**src/rtl/slot_reel_renderer_pkg.sv**
```systemverilog
`default_nettype none
// ============================================================================
// Module      : slot_pkg
// Description : Shared geometry, reel state encoding and colour tables for
//               the slot-machine reel renderer.
// Revision    : 1.0 - initial release
// ============================================================================
package slot_pkg;

    localparam int unsigned NUM_REELS = 3;
    localparam int unsigned WIN_X0    = 128;
    localparam int unsigned WIN_PITCH = 128;
    localparam int unsigned WIN_W     = 112;
    localparam int unsigned WIN_Y0    = 144;
    localparam int unsigned WIN_H     = 192;
    localparam int unsigned SEP_W     = 4;

    typedef enum logic [1:0] {
        IDLE     = 2'd0,
        SPINNING = 2'd1,
        STOPPING = 2'd2
    } reel_state_t;

    localparam logic [11:0] SYM_COLOR [8] = '{
        12'hF00, 12'h0F0, 12'h00F, 12'hFF0,
        12'hF0F, 12'h0FF, 12'hF80, 12'hFFF
    };

    localparam logic [11:0] BG_COLOR = 12'h224;

    // Each reel's strip is the same sequence rotated by three symbols.
    function automatic logic [2:0] sym_index(input logic [2:0] row, input logic [1:0] reel);
        return row + {1'b0, reel} + {reel, 1'b0};
    endfunction

endpackage
`default_nettype wire

```
**src/rtl/slot_reel_renderer_reel.sv**
```systemverilog
`default_nettype none
// ============================================================================
// Module      : slot_reel
// Description : One reel: spin/stop state machine and 9-bit strip offset.
// Revision    : 1.0 - initial release
// ============================================================================
module slot_reel
    import slot_pkg::*;
#(
    parameter int SPEED = 8
) (
    input  logic        clk,
    input  logic        reset_n,
    input  logic        tick_i,
    input  logic        start_i,
    input  logic        stop_i,
    output logic [8:0]  offset_o,
    output reel_state_t state_o,
    output logic        idle_o
);

    localparam logic [8:0] C_STEP = 9'(SPEED);

    reel_state_t state_q, state_d;
    logic [8:0]  offset_q, offset_d;

    always_ff @(posedge clk or negedge reset_n) begin
        if (!reset_n) begin
            state_q  <= IDLE;
            offset_q <= '0;
        end else begin
            state_q  <= state_d;
            offset_q <= offset_d;
        end
    end

    always_comb begin
        state_d  = state_q;
        offset_d = offset_q;
        case (state_q)
            IDLE: begin
                if (start_i) begin
                    state_d = SPINNING;
                end
            end
            SPINNING: begin
                if (tick_i) begin
                    offset_d = offset_q + C_STEP;
                end
                if (stop_i) begin
                    state_d = STOPPING;
                end
            end
            STOPPING: begin
                // Always step at least once, so an already-aligned reel
                // travels to the next symbol boundary before halting.
                if (tick_i) begin
                    offset_d = offset_q + C_STEP;
                    if (offset_d[5:0] == 6'd0) begin
                        state_d = IDLE;
                    end
                end
            end
            default: begin
                state_d = IDLE;
            end
        endcase
    end

    assign offset_o = offset_q;
    assign state_o  = state_q;
    assign idle_o   = (state_q == IDLE);

endmodule
`default_nettype wire

```
**src/rtl/slot_reel_renderer.sv**
```systemverilog
`default_nettype none
// ============================================================================
// Module      : slot_reel_renderer
// Description : Two-stage pixel pipeline drawing three slot reels, with reel
//               motion advanced once per frame during vertical blanking.
// Revision    : 1.0 - initial release
// ============================================================================
module slot_reel_renderer
    import slot_pkg::*;
#(
    parameter int H_ACTIVE = 640,
    parameter int V_ACTIVE = 480,
    parameter int SPEED    = 8
) (
    input  logic        clk,
    input  logic        reset_n,
    input  logic [10:0] hcount,
    input  logic [9:0]  vcount,
    input  logic        active_video,
    input  logic        hsync,
    input  logic        vsync,
    input  logic        spin_start,
    input  logic [2:0]  stop_req,
    output logic [11:0] rgb,
    output logic        hsync_o,
    output logic        vsync_o,
    output logic        busy,
    output logic        done,
    output logic [8:0]  result
);

    logic [8:0]  offset [NUM_REELS];
    reel_state_t state  [NUM_REELS];
    logic [2:0]  idle;
    logic        frame_tick;
    logic        spin_go;

    assign frame_tick = (hcount == 11'd0) && (vcount == 10'(V_ACTIVE));
    assign spin_go    = spin_start && (&idle);

    for (genvar i = 0; i < NUM_REELS; i++) begin : g_reel
        slot_reel #(
            .SPEED (SPEED)
        ) u_reel (
            .clk      (clk),
            .reset_n  (reset_n),
            .tick_i   (frame_tick),
            .start_i  (spin_go),
            .stop_i   (stop_req[i]),
            .offset_o (offset[i]),
            .state_o  (state[i]),
            .idle_o   (idle[i])
        );

        // Centre row of the window sits one symbol below the strip position.
        assign result[3*i +: 3] = offset[i][8:6] + 3'd1 + 3'(3 * i);
    end

    always_comb begin
        busy = 1'b0;
        for (int i = 0; i < NUM_REELS; i++) begin
            if (state[i] != IDLE) begin
                busy = 1'b1;
            end
        end
    end

    logic busy_q;

    always_ff @(posedge clk or negedge reset_n) begin
        if (!reset_n) begin
            busy_q <= 1'b0;
        end else begin
            busy_q <= busy;
        end
    end

    assign done = busy_q && !busy;

    // Stage 1: window hit, separator test and symbol index.
    logic        s1_hit_d, s1_sep_d;
    logic [2:0]  s1_sym_d;
    logic        s1_hit_q, s1_sep_q, s1_act_q, s1_hs_q, s1_vs_q;
    logic [2:0]  s1_sym_q;
    logic        in_y;
    logic [8:0]  dy;
    logic [10:0] lx;
    logic [8:0]  pos;

    always_comb begin
        s1_hit_d = 1'b0;
        s1_sep_d = 1'b0;
        s1_sym_d = '0;
        lx       = '0;
        pos      = '0;
        in_y     = (vcount >= 10'(WIN_Y0)) && (vcount < 10'(WIN_Y0 + WIN_H));
        dy       = vcount[8:0] - 9'(WIN_Y0);
        for (int i = 0; i < NUM_REELS; i++) begin
            lx  = hcount - 11'(WIN_X0 + WIN_PITCH * i);
            pos = dy + offset[i];
            if (in_y && (hcount >= 11'(WIN_X0 + WIN_PITCH * i)) &&
                (lx < 11'(WIN_W)) && (hcount < 11'(H_ACTIVE))) begin
                s1_hit_d = 1'b1;
                s1_sep_d = (lx < 11'(SEP_W)) || (pos[5:0] < 6'(SEP_W));
                s1_sym_d = sym_index(pos[8:6], 2'(i));
            end
        end
    end

    always_ff @(posedge clk or negedge reset_n) begin
        if (!reset_n) begin
            s1_hit_q <= 1'b0;
            s1_sep_q <= 1'b0;
            s1_sym_q <= '0;
            s1_act_q <= 1'b0;
            s1_hs_q  <= 1'b0;
            s1_vs_q  <= 1'b0;
        end else begin
            s1_hit_q <= s1_hit_d;
            s1_sep_q <= s1_sep_d;
            s1_sym_q <= s1_sym_d;
            s1_act_q <= active_video;
            s1_hs_q  <= hsync;
            s1_vs_q  <= vsync;
        end
    end

    // Stage 2: colour lookup.
    logic [11:0] rgb_d;
    logic [11:0] rgb_q;
    logic        hs_q, vs_q;

    always_comb begin
        rgb_d = '0;
        if (s1_act_q) begin
            if (s1_hit_q) begin
                rgb_d = s1_sep_q ? 12'h000 : SYM_COLOR[s1_sym_q];
            end else begin
                rgb_d = BG_COLOR;
            end
        end
    end

    always_ff @(posedge clk or negedge reset_n) begin
        if (!reset_n) begin
            rgb_q <= '0;
            hs_q  <= 1'b0;
            vs_q  <= 1'b0;
        end else begin
            rgb_q <= rgb_d;
            hs_q  <= s1_hs_q;
            vs_q  <= s1_vs_q;
        end
    end

    assign rgb     = rgb_q;
    assign hsync_o = hs_q;
    assign vsync_o = vs_q;

endmodule
`default_nettype wire
```
**config.mk**
```make
export PLATFORM = sky130hd
export DESIGN_NAME = slot_reel_renderer
export DESIGN_NICKNAME = d
export VERILOG_FILES = /design/src/rtl/slot_reel_renderer_pkg.sv /design/src/rtl/slot_reel_renderer_reel.sv /design/src/rtl/slot_reel_renderer.sv
export SDC_FILE = /design/constraint.sdc
export NUM_CORES = 1
export LEC_CHECK = 0
export CORE_ASPECT_RATIO = 2
export CORE_MARGIN = 5
export CORE_UTILIZATION = 64
export DETAILED_ROUTE_END_ITERATION = 16
export DONT_BUFFER_PORTS = 1
export PLACE_DENSITY = 0.88
export RECOVER_POWER = 25
export SLEW_MARGIN = 20
export SYNTH_ARGS = -nofsm -noshare
export SYNTH_HDL_FRONTEND = slang
export SYNTH_SLANG_ARGS = --single-unit
```
**constraint.sdc**
```tcl
create_clock -name clk -period 3.6 [get_ports clk]
set_clock_uncertainty 0.15 [all_clocks]
set_input_delay 0.72 -clock clk [delete_from_list [all_inputs] [get_ports clk]]
set_output_delay 0.72 -clock clk [all_outputs]
set_load 0.02 [all_outputs]
```
==> summary.txt <==
Critical path
  • Worst reg2reg endpoint: s1_sym_q[2]$_DFF_PN0_
  • Reg2reg path depth: 13
  • Data arrival time of the critical path: ~3.1 ns
  • CP required: roughly 3.6 ns
  • Reg-to-Reg Start: g_reel[1].u_reel.offset_o[3]$_DFFE_PN0P_
  • Crit path launch type: primary input
  • Crit. End Element: flip-flop
  • Type of the worst setup path: in2reg
  • Flop2flop setup slack: ~0.64 ns
  • Critical Path Fanout Max: 6

Power
  • Cell area power density: 390.2 nW/um^2
  • Standby leakage power: 1.531 nW
  • Peak supply drop: roughly 290 uV

Synthesis
  • Area fraction in and, or, nand and nor cells after synthesis: 13.85%
  • Synthesized-area fraction occupied by xor and xnor cells: 13.00%
  • Leading post-synthesis cells by instance count: sky130_fd_sc_hd__ha_1 (46), sky130_fd_sc_hd__dfrtp_1 (42), sky130_fd_sc_hd__inv_1 (30)
  • Cells taking the most area after synthesis: sky130_fd_sc_hd__dfrtp_1 (34%), sky130_fd_sc_hd__ha_1 (19%), sky130_fd_sc_hd__xnor2_1 (8.0%)
  • Synthesized area per cell: a little over 10 sq um
  • Post-Syn Nets: about 380
  • Post-synthesis cell count: about 300
  • Commonest register cell after synthesis: sky130_fd_sc_hd__dfrtp_1
  • Number of synthesized register bits: 42
  • Main combinational cell family by area after synthesis: adder cells
  • Number of flops mapped to enable cells by yosys: 0
  • Biggest area consumer among synthesized cells: sky130_fd_sc_hd__dfrtp_1
  • Cell area after technology mapping: about 3000 sq um
  • Area share of the largest cell type after synthesis: between 30% and 40%
  • Mux cell area share after synthesis: about 1.8%
  • Synth cell types: 41
  • Adder and majority gate portion of the synthesized area: between 20% and 30%
  • Fraction of the mapped netlist area in compound gates: a little over a tenth
  • Library cell with the highest instance count after synthesis: sky130_fd_sc_hd__ha_1
  • Async set-reset flop share out of synthesis: 100.0%
  • Share of the yosys chip area belonging to registers: around a third
  • Yosys Warn Count: 0

Timing
  • Count of endpoints failing setup in the final report: 0
  • Upper clock frequency limit: about 320 MHz
  • Max Transition Viols Final: 43
  • Unrepaired setup endpoints after global routing: no
  • Final period demand of the worst path: around 3.1 ns
  • Max-slew headroom at the worst pin: -45.89%
  • Final hold vios: 0
  • Slew at the pin closest to its max-slew limit: 2.188 ns
  • Ratio of final minimum period to clock period: between 80 and 90%
  • Total negative setup slack: 0 ns

Clock network
  • Number of clock sinks seen by CTS: between 40 and 50
  • CTS buffer count: 5
  • Maximum clock path buffer count: 2
  • TritonCTS clock tree: done
  • Clock transition at path regs: 0.08 ns
  • CTS root buf: sky130_fd_sc_hd__clkbuf_8
  • Worst skew pair latency: about 0.29 ns
  • PostCTS Resize Cnt: 0
  • H-Tree Level Count: 2

Route
  • Ratio of routed vias to standard cells: roughly 6.2
  • Vias after detailed routing: ~2.2k
  • Initial DRT Pass Iterations: 4
  • Routed Wire Length: about 6600 microns
  • Detail Route Antenna Nets: 0
  • Number of design-rule violations left by the first detailed-router iteration: 65
  • Remaining routing DRC violations: 0
  • Average wire length per cell after detail routing: around 18 microns

Floorplanning
  • Number of top-level design ports: 55
  • Vertical die dimension: roughly 110 microns
  • Site row count: 35
  • Total Die Area: about 6400 sq um
  • Effective utilization at floorplan: 66.36%
  • Area of the placeable core: 4642 sq um
  • Die X: roughly 59 microns

Global routing
  • Total global routing overflow: 0
  • Number of antenna violations at the first check in global routing: 0
  • Maximum number of pins on one net before global-route repair: 43
  • Global-route wire length before repair: between 10000 and 15000 microns
  • Vias in the first global route: approximately 2.4k
  • GR Util All Layers: between 20% and 30%

Placement
  • Post-placement cell area: roughly 3100 sq um
  • Dpl hpwl: between 5000 and 6000 microns
  • Global placement routability congestion: roughly 0.94
  • Cell count after placement: around 350
  • IO Port Bufs: 0

Cells and area
  • Layout Area Growth over Synthesis: 3.209%
  • Final antenna diode count: 0
  • Final nets: ~380
  • Fraction of layout cells with a size suffix above 1: 4.967%
  • Multi-input gate area in the final layout: around 1900 sq um
  • Post-route standard cell area excluding fillers: between 3000 and 4000 sq um
  • Fillcell total: 376
  • Sequential Area: approximately 1100 sq um
  • Post-layout utilization of the core: between 60% and 70%
  • Count of placed standard cells in the final layout, fillers left out: about 360

Min path
  • WHS Endpoint: vsync_o$_DFF_PN0_
  • Startpoint of the tightest hold check path: s1_vs_q$_DFF_PN0_
  • Classification of the worst-slack hold path: reg2reg
  • Hold Path Stages: 0

Status
  • Result of the run: finished with violations
  • Violated checks: max-capacitance violations, max-slew violations

Run
  • Max-cap viol count: 1
## registers in the layout, summed over array words and instances (netlist names)
name                    count
s1_vs_q                     1
g_reel.u_reel.state_o       6
s1_act_q                    1
hsync_o                     1
s1_sym_q                    3
s1_hs_q                     1
s1_sep_q                    1
rgb                         7
s1_hit_q                    1
vsync_o                     1
busy_q                      1
g_reel.u_reel.offset_o     18
## critical path, cell delays in order
cell,delay [ns]
sky130_fd_sc_hd__inv_1,0.18
sky130_fd_sc_hd__ha_1,0.28
sky130_fd_sc_hd__inv_1,0.11
sky130_fd_sc_hd__ha_1,0.28
sky130_fd_sc_hd__a21o_1,0.17
sky130_fd_sc_hd__a21oi_1,0.16
sky130_fd_sc_hd__xor2_1,0.17
sky130_fd_sc_hd__ha_1,0.18
sky130_fd_sc_hd__xnor2_1,0.12
sky130_fd_sc_hd__xnor3_1,0.25
sky130_fd_sc_hd__xnor2_1,0.13
sky130_fd_sc_hd__a221oi_1,0.26
sky130_fd_sc_hd__a211oi_1,0.09
## per-layer routing
| layer | GRT usage, % | vias to the layer above | part of all wire (%) |
|---|---|---|---|
| li1 | - | 1038 | - |
| met2 | 41.46 | 63 | 55 |
| met5 | 0 | - | 0 |
| met1 | 20.86 | 1090 | 34 |
| met3 | 4.659 | 22 | 4.7 |
| met4 | 16.37 | 0 | 6.3 |
## cell families (layout without fill, tap and decap cells)
kind of cell | after synthesis | in the layout
buf+inv | 39 | 39
xor+xnor | 41 | 41
fa+ha+maj | 49 | 49
flops | 42 | 42
simple gates | 73 | 73
compound gates | 53 | 53
mux | 5 | 5
## final cells by class
cell class / instances / share of cell area, %
inverter: 30 / 3.542
multi-input combinational: 221 / 58.40
clock buffer: 5 / 2.165
tap: 55 / 2.165
sequential: 42 / 33.06
timing repair buffer: 2 / 0.3542
clock inverter: 2 / 0.3148
## how the worst max path moves through the flow
stage	end	slack (ns)	startpoint	depth (start not counted)
2_1_floorplan	s1_sym_q[2]$_DFF_PN0_	0.42	vcount[4]	13
3_3_place_gp	s1_sym_q[2]$_DFF_PN0_	0.29	vcount[4]	13
3_5_place_dp	s1_sym_q[2]$_DFF_PN0_	0.20	vcount[4]	13
4_1_cts	s1_sym_q[2]$_DFF_PN0_	0.49	vcount[4]	13
5_1_grt	s1_sym_q[2]$_DFF_PN0_	0.23	vcount[4]	12
6_report	s1_sym_q[2]$_DFF_PN0_	0.49	vcount[4]	13
## cell usage in the layout, fill, tap and decap left out, types with 2 or more instances in the layout
cell type	count
sky130_fd_sc_hd__a211oi_1	5
sky130_fd_sc_hd__a21o_1	5
sky130_fd_sc_hd__a21oi_1	10
sky130_fd_sc_hd__a221oi_1	2
sky130_fd_sc_hd__a31oi_1	6
sky130_fd_sc_hd__and2_1	5
sky130_fd_sc_hd__and3_1	6
sky130_fd_sc_hd__clkbuf_8	5
sky130_fd_sc_hd__clkinv_2	2
sky130_fd_sc_hd__dfrtp_1	42
sky130_fd_sc_hd__fa_1	3
sky130_fd_sc_hd__ha_1	46
sky130_fd_sc_hd__inv_1	30
sky130_fd_sc_hd__mux2_1	2
sky130_fd_sc_hd__mux2_2	3
sky130_fd_sc_hd__nand2_1	12
sky130_fd_sc_hd__nand2b_1	3
sky130_fd_sc_hd__nand3_1	8
sky130_fd_sc_hd__nand4_1	7
sky130_fd_sc_hd__nor2_1	14
sky130_fd_sc_hd__nor2b_1	5
sky130_fd_sc_hd__nor3_1	3
sky130_fd_sc_hd__nor4_4	2
sky130_fd_sc_hd__nor4b_1	2
sky130_fd_sc_hd__o21ai_0	15
sky130_fd_sc_hd__o21bai_1	3
sky130_fd_sc_hd__o41ai_1	2
sky130_fd_sc_hd__xnor2_1	28
sky130_fd_sc_hd__xnor3_1	3
sky130_fd_sc_hd__xor2_1	10
## stage by stage
step                hold WS, ns  setup slack (ns)  power, mW
floorplan                0.1812            0.4241     0.8536
global placement         0.1898            0.2935     0.9184
detailed placement       0.1935            0.1955     0.9444
CTS                      0.1165            0.4939      1.246
global route             0.2223            0.2347      1.306
finish                   0.2073            0.4912      1.241
## power by group
| group | switching, mW | internal, mW |
|---|---|---|
| sequential | 0.0352 | 0.514 |
| combinational | 0.237 | 0.163 |
| clock | 0.161 | 0.130 |
| total | 0.433 | 0.807 |
## what timing repair did
item / in CTS / in global routing
buffers inserted: 0 / 0
hold endpoints to repair: 42 / 0
hold buffers: 1 / 0
No activity file was read; power rests on OpenSTA's default activity.
